<file path="src/rtl/calc_pkg.sv">
// Shared types and constants for the calculator control path.
package calc_pkg;

    typedef enum logic [1:0] {
        OP_ADD = 2'd0,
        OP_SUB = 2'd1,
        OP_DIV = 2'd2,
        OP_MUL = 2'd3
    } op_t;

    typedef enum logic [1:0] {
        IDLE_A = 2'd0,
        HAVE_A = 2'd1,
        HAVE_B = 2'd2,
        BUSY   = 2'd3
    } state_t;

    localparam logic [2:0] LED_IDLE = 3'b001;
    localparam logic [2:0] LED_A    = 3'b010;
    localparam logic [2:0] LED_B    = 3'b100;

    // Status LED pattern shown for each state; BUSY shares the HAVE_B pattern.
    function automatic logic [2:0] led_of(input state_t s);
        logic [2:0] l;
        case (s)
            IDLE_A:  l = LED_IDLE;
            HAVE_A:  l = LED_A;
            default: l = LED_B;
        endcase
        return l;
    endfunction

endpackage

</file>
<file path="src/rtl/key_debounce.sv">
// Debounces one raw key: the level follows the raw input only after it has
// disagreed for DEBOUNCE_CYCLES consecutive cycles; press is a one-cycle
// pulse on each rising edge of the accepted level.
module key_debounce #(
    parameter int DEBOUNCE_CYCLES = 1000
) (
    input  logic clk,
    input  logic rst_n,
    input  logic raw,
    output logic level,
    output logic press
);

    localparam int CW = $clog2(DEBOUNCE_CYCLES + 1);

    logic [CW-1:0] cnt_q, cnt_d;
    logic          level_q, level_d;
    logic          level_dly_q, level_dly_d;
    logic          press_q, press_d;

    // Count consecutive disagreeing samples; any agreement restarts the count.
    always_comb begin
        level_d     = level_q;
        cnt_d       = '0;
        level_dly_d = level_q;
        press_d     = level_q & ~level_dly_q;
        if (raw != level_q) begin
            if (cnt_q == CW'(DEBOUNCE_CYCLES - 1)) begin
                level_d = raw;
            end else begin
                cnt_d = cnt_q + 1'b1;
            end
        end
    end

    // Debounce state registers with synchronous active-low reset.
    always_ff @(posedge clk) begin
        if (!rst_n) begin
            cnt_q       <= '0;
            level_q     <= 1'b0;
            level_dly_q <= 1'b0;
            press_q     <= 1'b0;
        end else begin
            cnt_q       <= cnt_d;
            level_q     <= level_d;
            level_dly_q <= level_dly_d;
            press_q     <= press_d;
        end
    end

    assign level = level_q;
    assign press = press_q;

endmodule

</file>
<file path="src/rtl/calc_sequencer.sv">
// Key-driven control FSM for the calculator: loads operands, issues one ALU
// operation via start/done, and drives the display value and status LEDs.
module calc_sequencer
    import calc_pkg::*;
#(
    parameter int IN_WIDTH        = 4,
    parameter int RES_WIDTH       = 9,
    parameter int LED_WIDTH       = 3,
    parameter int DEBOUNCE_CYCLES = 1000,
    parameter int TIMEOUT_CYCLES  = 64
) (
    input  logic                 clk,
    input  logic                 rst_n,
    input  logic [IN_WIDTH-1:0]  in_number,
    input  logic                 k_1,
    input  logic                 k_2,
    input  logic                 plus_key,
    input  logic                 substract_key,
    input  logic                 devide_key,
    input  logic                 multiply_key,
    output logic [1:0]           alu_op,
    output logic [IN_WIDTH-1:0]  alu_a,
    output logic [IN_WIDTH-1:0]  alu_b,
    output logic                 alu_start,
    input  logic                 alu_done,
    input  logic [RES_WIDTH-1:0] alu_result,
    input  logic                 alu_err,
    output logic [RES_WIDTH-1:0] disp_value,
    output logic                 disp_err,
    output logic [LED_WIDTH-1:0] led
);

    localparam int TW = $clog2(TIMEOUT_CYCLES + 1);

    logic [5:0] raw_keys;
    logic [5:0] key_press;
    logic [5:0] key_level_unused;

    assign raw_keys = {multiply_key, devide_key, substract_key, plus_key, k_2, k_1};

    for (genvar i = 0; i < 6; i++) begin : g_deb
        key_debounce #(.DEBOUNCE_CYCLES(DEBOUNCE_CYCLES)) u_deb (
            .clk   (clk),
            .rst_n (rst_n),
            .raw   (raw_keys[i]),
            .level (key_level_unused[i]),
            .press (key_press[i])
        );
    end

    logic win_k1, win_k2, win_op;
    op_t  win_code;

    // Fixed-priority arbitration of same-cycle presses; losers are dropped.
    always_comb begin
        win_k1   = 1'b0;
        win_k2   = 1'b0;
        win_op   = 1'b0;
        win_code = OP_ADD;
        if (key_press[0]) begin
            win_k1 = 1'b1;
        end else if (key_press[1]) begin
            win_k2 = 1'b1;
        end else if (key_press[2]) begin
            win_op = 1'b1;
        end else if (key_press[3]) begin
            win_op   = 1'b1;
            win_code = OP_SUB;
        end else if (key_press[4]) begin
            win_op   = 1'b1;
            win_code = OP_DIV;
        end else if (key_press[5]) begin
            win_op   = 1'b1;
            win_code = OP_MUL;
        end
    end

    state_t               state_q, state_d;
    op_t                  alu_op_q, alu_op_d;
    logic [IN_WIDTH-1:0]  alu_a_q, alu_a_d, alu_b_q, alu_b_d;
    logic                 alu_start_q, alu_start_d;
    logic [RES_WIDTH-1:0] disp_value_q, disp_value_d;
    logic                 disp_err_q, disp_err_d;
    logic [LED_WIDTH-1:0] led_q, led_d;
    logic                 a_valid_q, a_valid_d;
    logic [TW-1:0]        timer_q, timer_d;

    // Next-state and register updates; done on the start cycle is not accepted.
    always_comb begin
        state_d      = state_q;
        alu_op_d     = alu_op_q;
        alu_a_d      = alu_a_q;
        alu_b_d      = alu_b_q;
        alu_start_d  = 1'b0;
        disp_value_d = disp_value_q;
        disp_err_d   = disp_err_q;
        a_valid_d    = a_valid_q;
        timer_d      = timer_q;
        case (state_q)
            IDLE_A, HAVE_A, HAVE_B: begin
                if (win_k1) begin
                    alu_a_d      = in_number;
                    disp_value_d = RES_WIDTH'(in_number);
                    disp_err_d   = 1'b0;
                    a_valid_d    = 1'b1;
                    state_d      = HAVE_A;
                end else if (win_k2 && (state_q != IDLE_A || a_valid_q)) begin
                    alu_b_d      = in_number;
                    disp_value_d = RES_WIDTH'(in_number);
                    disp_err_d   = 1'b0;
                    state_d      = HAVE_B;
                end else if (win_op && state_q == HAVE_B) begin
                    alu_op_d    = win_code;
                    alu_start_d = 1'b1;
                    timer_d     = TW'(TIMEOUT_CYCLES - 1);
                    state_d     = BUSY;
                end
            end
            default: begin
                if (alu_done && !alu_start_q) begin
                    disp_err_d   = alu_err;
                    disp_value_d = alu_err ? '0 : alu_result;
                    state_d      = IDLE_A;
                end else if (timer_q == '0) begin
                    disp_err_d = 1'b1;
                    state_d    = IDLE_A;
                end else begin
                    timer_d = timer_q - 1'b1;
                end
            end
        endcase
        led_d = LED_WIDTH'(led_of(state_d));
    end

    // State and datapath registers with synchronous active-low reset.
    always_ff @(posedge clk) begin
        if (!rst_n) begin
            state_q      <= IDLE_A;
            alu_op_q     <= OP_ADD;
            alu_a_q      <= '0;
            alu_b_q      <= '0;
            alu_start_q  <= 1'b0;
            disp_value_q <= '0;
            disp_err_q   <= 1'b0;
            led_q        <= LED_WIDTH'(LED_IDLE);
            a_valid_q    <= 1'b0;
            timer_q      <= '0;
        end else begin
            state_q      <= state_d;
            alu_op_q     <= alu_op_d;
            alu_a_q      <= alu_a_d;
            alu_b_q      <= alu_b_d;
            alu_start_q  <= alu_start_d;
            disp_value_q <= disp_value_d;
            disp_err_q   <= disp_err_d;
            led_q        <= led_d;
            a_valid_q    <= a_valid_d;
            timer_q      <= timer_d;
        end
    end

    assign alu_op     = alu_op_q;
    assign alu_a      = alu_a_q;
    assign alu_b      = alu_b_q;
    assign alu_start  = alu_start_q;
    assign disp_value = disp_value_q;
    assign disp_err   = disp_err_q;
    assign led        = led_q;

endmodule

</file>
<file path="config.mk">
export PLATFORM = sky130hd
export DESIGN_NAME = calc_sequencer
export DESIGN_NICKNAME = d
export VERILOG_FILES = /design/src/rtl/calc_pkg.sv /design/src/rtl/key_debounce.sv /design/src/rtl/calc_sequencer.sv
export SDC_FILE = /design/constraint.sdc
export NUM_CORES = 1
export LEC_CHECK = 0
export ABC_CLOCK_PERIOD_IN_PS = 1950
export BUFFER_PORTS_ARGS = -buffer_cell sky130_fd_sc_hd__buf_2
export CELL_PAD_IN_SITES_DETAIL_PLACEMENT = 0
export CELL_PAD_IN_SITES_GLOBAL_PLACEMENT = 1
export CORE_MARGIN = 5
export CORE_UTILIZATION = 46
export DETAILED_ROUTE_END_ITERATION = 10
export PLACE_DENSITY = 0.86
export SYNTH_ARGS = -nofsm -noshare
export SYNTH_HDL_FRONTEND = slang
export SYNTH_HIERARCHICAL = 1
export SYNTH_SLANG_ARGS = --single-unit
export TNS_END_PERCENT = 20
</file>
<file path="constraint.sdc">
create_clock -name clk -period 1.95 [get_ports clk]
set_input_delay 0.2925 -clock clk [delete_from_list [all_inputs] [get_ports clk]]
set_output_delay 0.2925 -clock clk [all_outputs]
set_load 0.01 [all_outputs]
</file>
==> results of run 1 <==
[where the power goes]
| group | internal (mW) | switching [mW] | total, mW |
|---|---|---|---|
| Sequential | 2.30 | 0.0134 | 2.31 |
| Combinational | 0.0445 | 0.0713 | 0.116 |
| Clock | 0.479 | 0.810 | 1.29 |
[routing by layer]
metal / vias up / global-route usage / routed length [um]
met1: 1850 / 0.194 / 4570
met4: 0 / 0.0593 / 146
met2: 62 / 0.258 / 4630
met3: 11 / 0.0334 / 381
met5: - / 0 / 0
li1: 2027 / - / -
[per-stage QoR]
stage / setup slack (ns) / std cells / instance area [sq um] / total power, mW
after CTS: 0.221 / 711 / 5520 / 3.77
after detailed placement: 0.226 / 695 / 5340 / 2.48
final: 0.208 / 711 / 5520 / 3.72
after global placement: 0.250 / 695 / 5340 / 2.48
after floorplan: 0.291 / 514 / 4920 / 2.42
after global routing: 0.0702 / 711 / 5520 / 3.89
[state kept, by name, summed over array words and instances, names as in the netlist]
signal                   count
a_valid_q                    1
alu_a                        4
alu_b                        4
alu_op                       2
alu_start                    1
disp_err                     1
disp_value                   9
g_deb.u_deb/cnt_q           60
g_deb.u_deb/level            6
g_deb.u_deb/level_dly_q      6
g_deb.u_deb/press            6
led                          3
state_q                      2
timer_q                      7
[Yosys cell counts, types with 2 or more instances]
master | number | area [sq um]
a2111oi_0 | 2 | 17.5
a211oi_1 | 25 | 188
a211oi_2 | 5 | 62.6
a21boi_1 | 2 | 15.0
a21oi_1 | 20 | 100
a311oi_1 | 4 | 35.0
a31oi_1 | 4 | 25.0
and2_1 | 4 | 25.0
buf_2 | 9 | 45.0
buf_4 | 3 | 22.5
clkbuf_1 | 3 | 11.3
dfxtp_1 | 112 | 2240
ha_1 | 7 | 87.6
inv_1 | 12 | 45.0
mux2i_1 | 13 | 130
nand2_1 | 40 | 150
nand3_1 | 19 | 95.1
nand3_4 | 5 | 87.6
nand4_1 | 13 | 81.3
nor2_1 | 34 | 128
nor2b_1 | 3 | 18.8
nor3_1 | 25 | 125
nor3_2 | 6 | 60.1
nor3b_1 | 10 | 75.1
nor4_1 | 2 | 12.5
o211ai_1 | 5 | 37.5
o21a_1 | 2 | 15.0
o21ai_0 | 29 | 145
o21ai_1 | 2 | 10.0
o31ai_1 | 8 | 60.1
o41ai_2 | 2 | 32.5
or3_1 | 19 | 119
or3_2 | 5 | 37.5
or3b_1 | 5 | 43.8
or4_4 | 5 | 56.3
xnor2_1 | 7 | 61.3
xor2_1 | 17 | 149
[cell families (layout without fill, tap and decap cells)]
kind of cell | after synthesis | count (layout) | synth area share
xor+xnor | 24 | 24 | 0.0427
compound gates | 120 | 120 | 0.173
simple gates | 210 | 210 | 0.257
mux | 13 | 13 | 0.0264
fa+ha+maj | 7 | 7 | 0.0178
buf+inv | 28 | 89 | 0.0275
flops | 112 | 112 | 0.456
[critical path, cell delays in order, from the launching register on]
cell      delay, ns
dfxtp_1        0.33
inv_1          0.08
ha_1           0.24
nand2b_4       0.08
or4b_4         0.56
a22oi_4        0.23
nor3b_1        0.09
[cell type report]
| type | count | area, sq um |
|---|---|---|
| clock buffer | 9 | 124 |
| clock inverter | 7 | 56.3 |
| fill | 969 | 4850 |
| inverter | 12 | 45.0 |
| multi-input combinational | 374 | 2540 |
| sequential | 112 | 2240 |
| tap | 136 | 170 |
| timing repair buffer | 61 | 343 |
[worst paths after layout]
path	from	to	slack [ns]	cells after the start
setup / recovery	timer_q[0]	led[1]	0.21	6
setup reg to reg	timer_q[0]	led[1]	0.21	6
hold reg to reg	g_deb[2].u_deb/level_dly_q	g_deb[2].u_deb/press	0.39	1
hold / removal	alu_result[5]	disp_value[5]	0.15	3
==> impl_results.md, run 1 <==
- Worst Setup End Kind: flip-flop
- Startpoint Class: flip-flop
- Most common cell after layout, fill and taps aside: dfxtp_1
- Period utilization: 0.893
- Initial antenna violation count: 0
- Wirelength, routed: approximately 9700 um
- Slew margin rel.: 0.594
- Status: finished clean
- Maximum fanout along the worst path: 7
- Syn_nets: 544
- Most frequent cells in the layout: dfxtp_1 (112), buf_2 (46), nand2_1 (40)
- Total CTS buffers: 9
- Slew Limit Fails: 0
- GPL Wtd Cong: just over 0.8
- N_diodes: 0
- Nets: 600
- Yosys warns: 6
- Initial DRC count: roughly 170
- Share of cells above drive strength 1: 0.202
- Drt first pass iters: 4
- DRC: 0
- First-pass GRT wire length: 16600 um
- Routed Antenna Nets: 0
- F_max: 0.574 GHz
- Htree depth: 3
- Leak: approximately 2 nW
- Clock buffer depth: 2
- Rows: 37
- Final Hold Fails: 0
- Vias: around 4000
- IO Pins: 47
- Unique masters post-synth: 63
- Initial core utilization: 0.474
- WS Path Type: reg2reg
- Pwr dens: about 670 mW/mm^2
- Primary FF master, synth: dfxtp_1
- Peak supply drop: between 0.0003 and 0.0004 V
- Yosys reg bits: approximately 110
- Synthesized cell area: around 0.005 sq mm
- Tot GR Track Use: 0.154
- Post-CTS Hold Buffers: 0
- Fraction of registers with async set/reset: 0
- Final clock skew: between 0.007 and 0.008 ns
- Fin util: 0.533
- Clock Root Buffer: clkbuf_8
- CP arrival: ~2.0 ns
- Worst skew pair latency: between 0.3 and 0.4 ns
- Hold WS: 0.152 ns
- Total grt overflow: 0
- Final Critical Period: roughly 1.7 ns
- Syn-to-layout area delta: 12.3%
- Chip height: 113 um
- Post_cts resized: 0
- Worst min-delay path class: in2reg
- Sequential fraction of the synthesis area: 0.456
- WP data required: approximately 2.2 ns
- IO Port Bufs: 46
- DP HPWL: slightly above 7000 um
- Actual slew at the worst max-slew pin: 0.594 ns
- Die X: 113 um
- Setup TNS: 0 ns
- RSZ-0062 raised after global routing: false
- Via density: ~5.6
- Final setup violation count: 0
- Total core area: a little over 0.01 sq mm
- Mapped Cells: slightly above 500
- Wire per inst: 13.7 um
- Clock slew at reported path FFs: roughly 0.11 ns
- Clock sinks: approximately 110
- Largest net degree at the start of global routing: 28
- Die ar.: 0.0129 sq mm
- Syn_area_per_cell: around 9.6 sq um
- CTS tree: done
- Number of flops mapped to enable cells by yosys: 0
- Max cap viols: 0
- Number of post-CTS setup repair buffers: 0
- Vias in the first global route: ~3800
(Power assumes the default switching activity.)
==> inputs of run 2 (changes only) <==
Settings changed: BUFFER_PORTS_ARGS -buffer_cell sky130_fd_sc_hd__buf_2 to -buffer_cell sky130_fd_sc_hd__buf_4, CORE_UTILIZATION 46 to 47, CTS_BUF_LIST from default to sky130_fd_sc_hd__clkbuf_4 sky130_fd_sc_hd__clkbuf_8, PLACE_DENSITY 0.86 to 0.87.
==> impl_results.md, run 2 (same netlist as run 1, synthesis figures left out) <==
- Share of cells above drive strength 1: 0.200 (-0.00139)
- Pwr dens: 683 mW/mm^2 (+1.6%)
- Hold WS: 0.163 ns (+0.0112 ns)
- Status: finished clean
- DR top layer: met4
- Die ar.: 0.0126 sq mm (-1.9%)
- Reg2reg setup slack: 0.17 ns (-0.04 ns)
- Setup TNS: 0 ns (unchanged)
- Period utilization: 0.912 (+0.0191)
- Peak supply drop: 0.000444 V (+38%)
- Sw Pwr: 0.883 mW (-1.3%)
- Vias in the first global route: 3757 (-1.3%)
- Initial DRC count: 203 (+17%)
- Final clock skew: 0.00991 ns (+0.00280 ns)
- F_max: 0.562 GHz (-2.1%)
- Hold Path Depth: 3 (unchanged)
- Vias: 3930 (-0.51%)
- Worst skew pair latency: 0.38 ns (about the same)
- Worst Hold Path EP: disp_value[6]
- Register Area: 0.00224 sq mm (unchanged)
- Tot GR Track Use: 0.159 (+0.00554)
- Seq pwr share: 0.598 (-0.024)
- Wire per inst: 13.8 um (+1.0%)
- WL met1: 4560 um (-0.37%)
- First-pass GRT wire length: 17000 um (+2.1%)
- IO Port Bufs: 46 (unchanged)
- Nets: 599 (-0.17%)
- P_int: 2.98 mW (+5.7%)
- Hold Startpoint: alu_result[6]
- Final Hold Fails: 0 (unchanged)
- Total grt overflow: 0 (unchanged)
- Startpoint Class: flip-flop
- Maximum fanout along the worst path: 7 (unchanged)
- Largest reg by FF count: g_deb.u_deb/cnt_q
- RSZ-0062 raised after global routing: false
- Switching Fraction: 0.228 (-0.0124)
- Most frequent cells in the layout: dfxtp_1 (112), buf_4 (60), nand2_1 (40)
- Syn-to-layout area delta: 15.0%
- DP HPWL: 7130 um (about the same)
- Number of post-CTS setup repair buffers: 0 (unchanged)
- IO Pins: 47 (unchanged)
- Clock power frac: 0.370 (+0.023)
- Worst Setup End Kind: flip-flop
- Combinational fraction of design power: 0.032 (about the same)
- Most common cell after layout, fill and taps aside: dfxtp_1
- Leak: 1.98 nW (+1.6%)
- CP arrival: 2.04 ns (+0.06 ns)
- Worst reg2reg startpoint: timer_q[0]
- Total core area: 0.0103 sq mm (-0.89%)
- Max reg flops: 60 (unchanged)
- Multi-input gate area: 0.00254 sq mm (unchanged)
- Final Critical Period: 1.78 ns (+0.0373 ns)
- Chip height: 112 um (-0.97%)
- Met3 wire len: 366 um (-3.9%)
- Largest net degree at the start of global routing: 30 (+7.1%)
- Drt first pass iters: 4 (unchanged)
- Post-CTS Hold Buffers: 0 (unchanged)
- Die X: 112 um (-0.97%)
- CTS tree: done
- N_diodes: 0 (unchanged)
- Worst reg2reg path depth: 6 (unchanged)
- Initial core utilization: 0.479 (+0.00427)
- Wirelength, routed: 9810 um (+0.85%)
- GPL Wtd Cong: 0.822 (+0.53%)
- Metal2 WL: 4710 um (+1.8%)
- Post_cts resized: 0 (unchanged)
- WP data required: 2.21 ns (+0.02 ns)
- RR Endpoint: timer_q[1]
- WS Path Type: reg2reg
- Final setup violation count: 0 (unchanged)
- Htree depth: 3 (unchanged)
- Rows: 37 (unchanged)
- Worst min-delay path class: in2reg
- Slew margin rel.: 0.601 (+0.00730)
- Max cap viols: 0 (unchanged)
- Clock slew at reported path FFs: 0.10 ns (about the same)
- Clock buffer depth: 2 (unchanged)
- Slew Limit Fails: 0 (unchanged)
- Total CTS buffers: 9 (unchanged)
- Via density: 5.54 (-0.37%)
- DRC: 0 (unchanged)
- Routed Antenna Nets: 0 (unchanged)
- Fill count: 927 (-4.3%)
- Initial antenna violation count: 0 (unchanged)
- Clock sinks: 112 (unchanged)
- Actual slew at the worst max-slew pin: 0.583 ns (-0.0107 ns)
- Clock Root Buffer: clkbuf_8
## run 2: changes by cell type in the layout (fill, tap and decap cells not counted)
cell,previous run,this run
clkinv_2,1,0
inv_6,1,2
clkinvlp_4,3,1
bufinv_16,0,1
buf_2,46,0
clkbuf_4,0,1
buf_4,15,60
## run 2: layout make-up
class | count | share of cell area
Inverter | 12 | 0.00796
Clock inverter | 6 | 0.0133
Tap cell | 136 | 0.0301
Multi-Input combinational cell | 374 | 0.449
Sequential cell | 112 | 0.396
Timing Repair Buffer | 60 | 0.0796
Clock buffer | 10 | 0.0232
## run 2: worst max-delay path by stage
stage / from / to / slack [ns] / cells after the start
6_report: timer_q[0] / timer_q[1] / 0.17 / 6
3_3_place_gp: timer_q[0] / led[1] / 0.26 / 6
5_1_grt: g_deb[0].u_deb/press / disp_value[1] / 0.04 / 4
4_1_cts: timer_q[0] / led[1] / 0.21 / 6
2_1_floorplan: timer_q[0] / timer_q[1] / 0.29 / 7
3_5_place_dp: timer_q[0] / led[1] / 0.22 / 6
## run 2: through the flow
stage	util	area [sq um]	instances	power (mW)	setup slack (ns)
3_3_place_gp	0.530	5450	694	2.49	0.257
3_5_place_dp	0.530	5450	694	2.49	0.220
2_1_floorplan	-	4920	514	2.42	0.291
4_1_cts	0.550	5660	710	3.92	0.205
6_report	0.550	5660	710	3.87	0.171
5_1_grt	0.550	5660	710	4.03	0.0445
## run 2: power by group through the flow
stage	Combinational [mW]	Clock, mW	Sequential [mW]
2_1_floorplan	0.0607	0	2.36
3_3_place_gp	0.123	0	2.36
3_5_place_dp	0.127	0	2.36
4_1_cts	0.127	1.49	2.31
5_1_grt	0.140	1.58	2.31
6_report	0.126	1.43	2.31
## run 2: routing by layer
metal / GRT usage / vias to the layer above
li1: - / 2018
met1: 0.204 / 1839
met2: 0.263 / 60
met3: 0.0367 / 13
met4: 0.0585 / 0
met5: 0 / -
## run 2: worst max-delay path, stage by stage, from the launching register on
cell,delay (ns)
dfxtp_1,0.32
inv_1,0.09
ha_1,0.24
nand2b_4,0.09
or4b_4,0.57
a211oi_1,0.27
a311oi_1,0.09
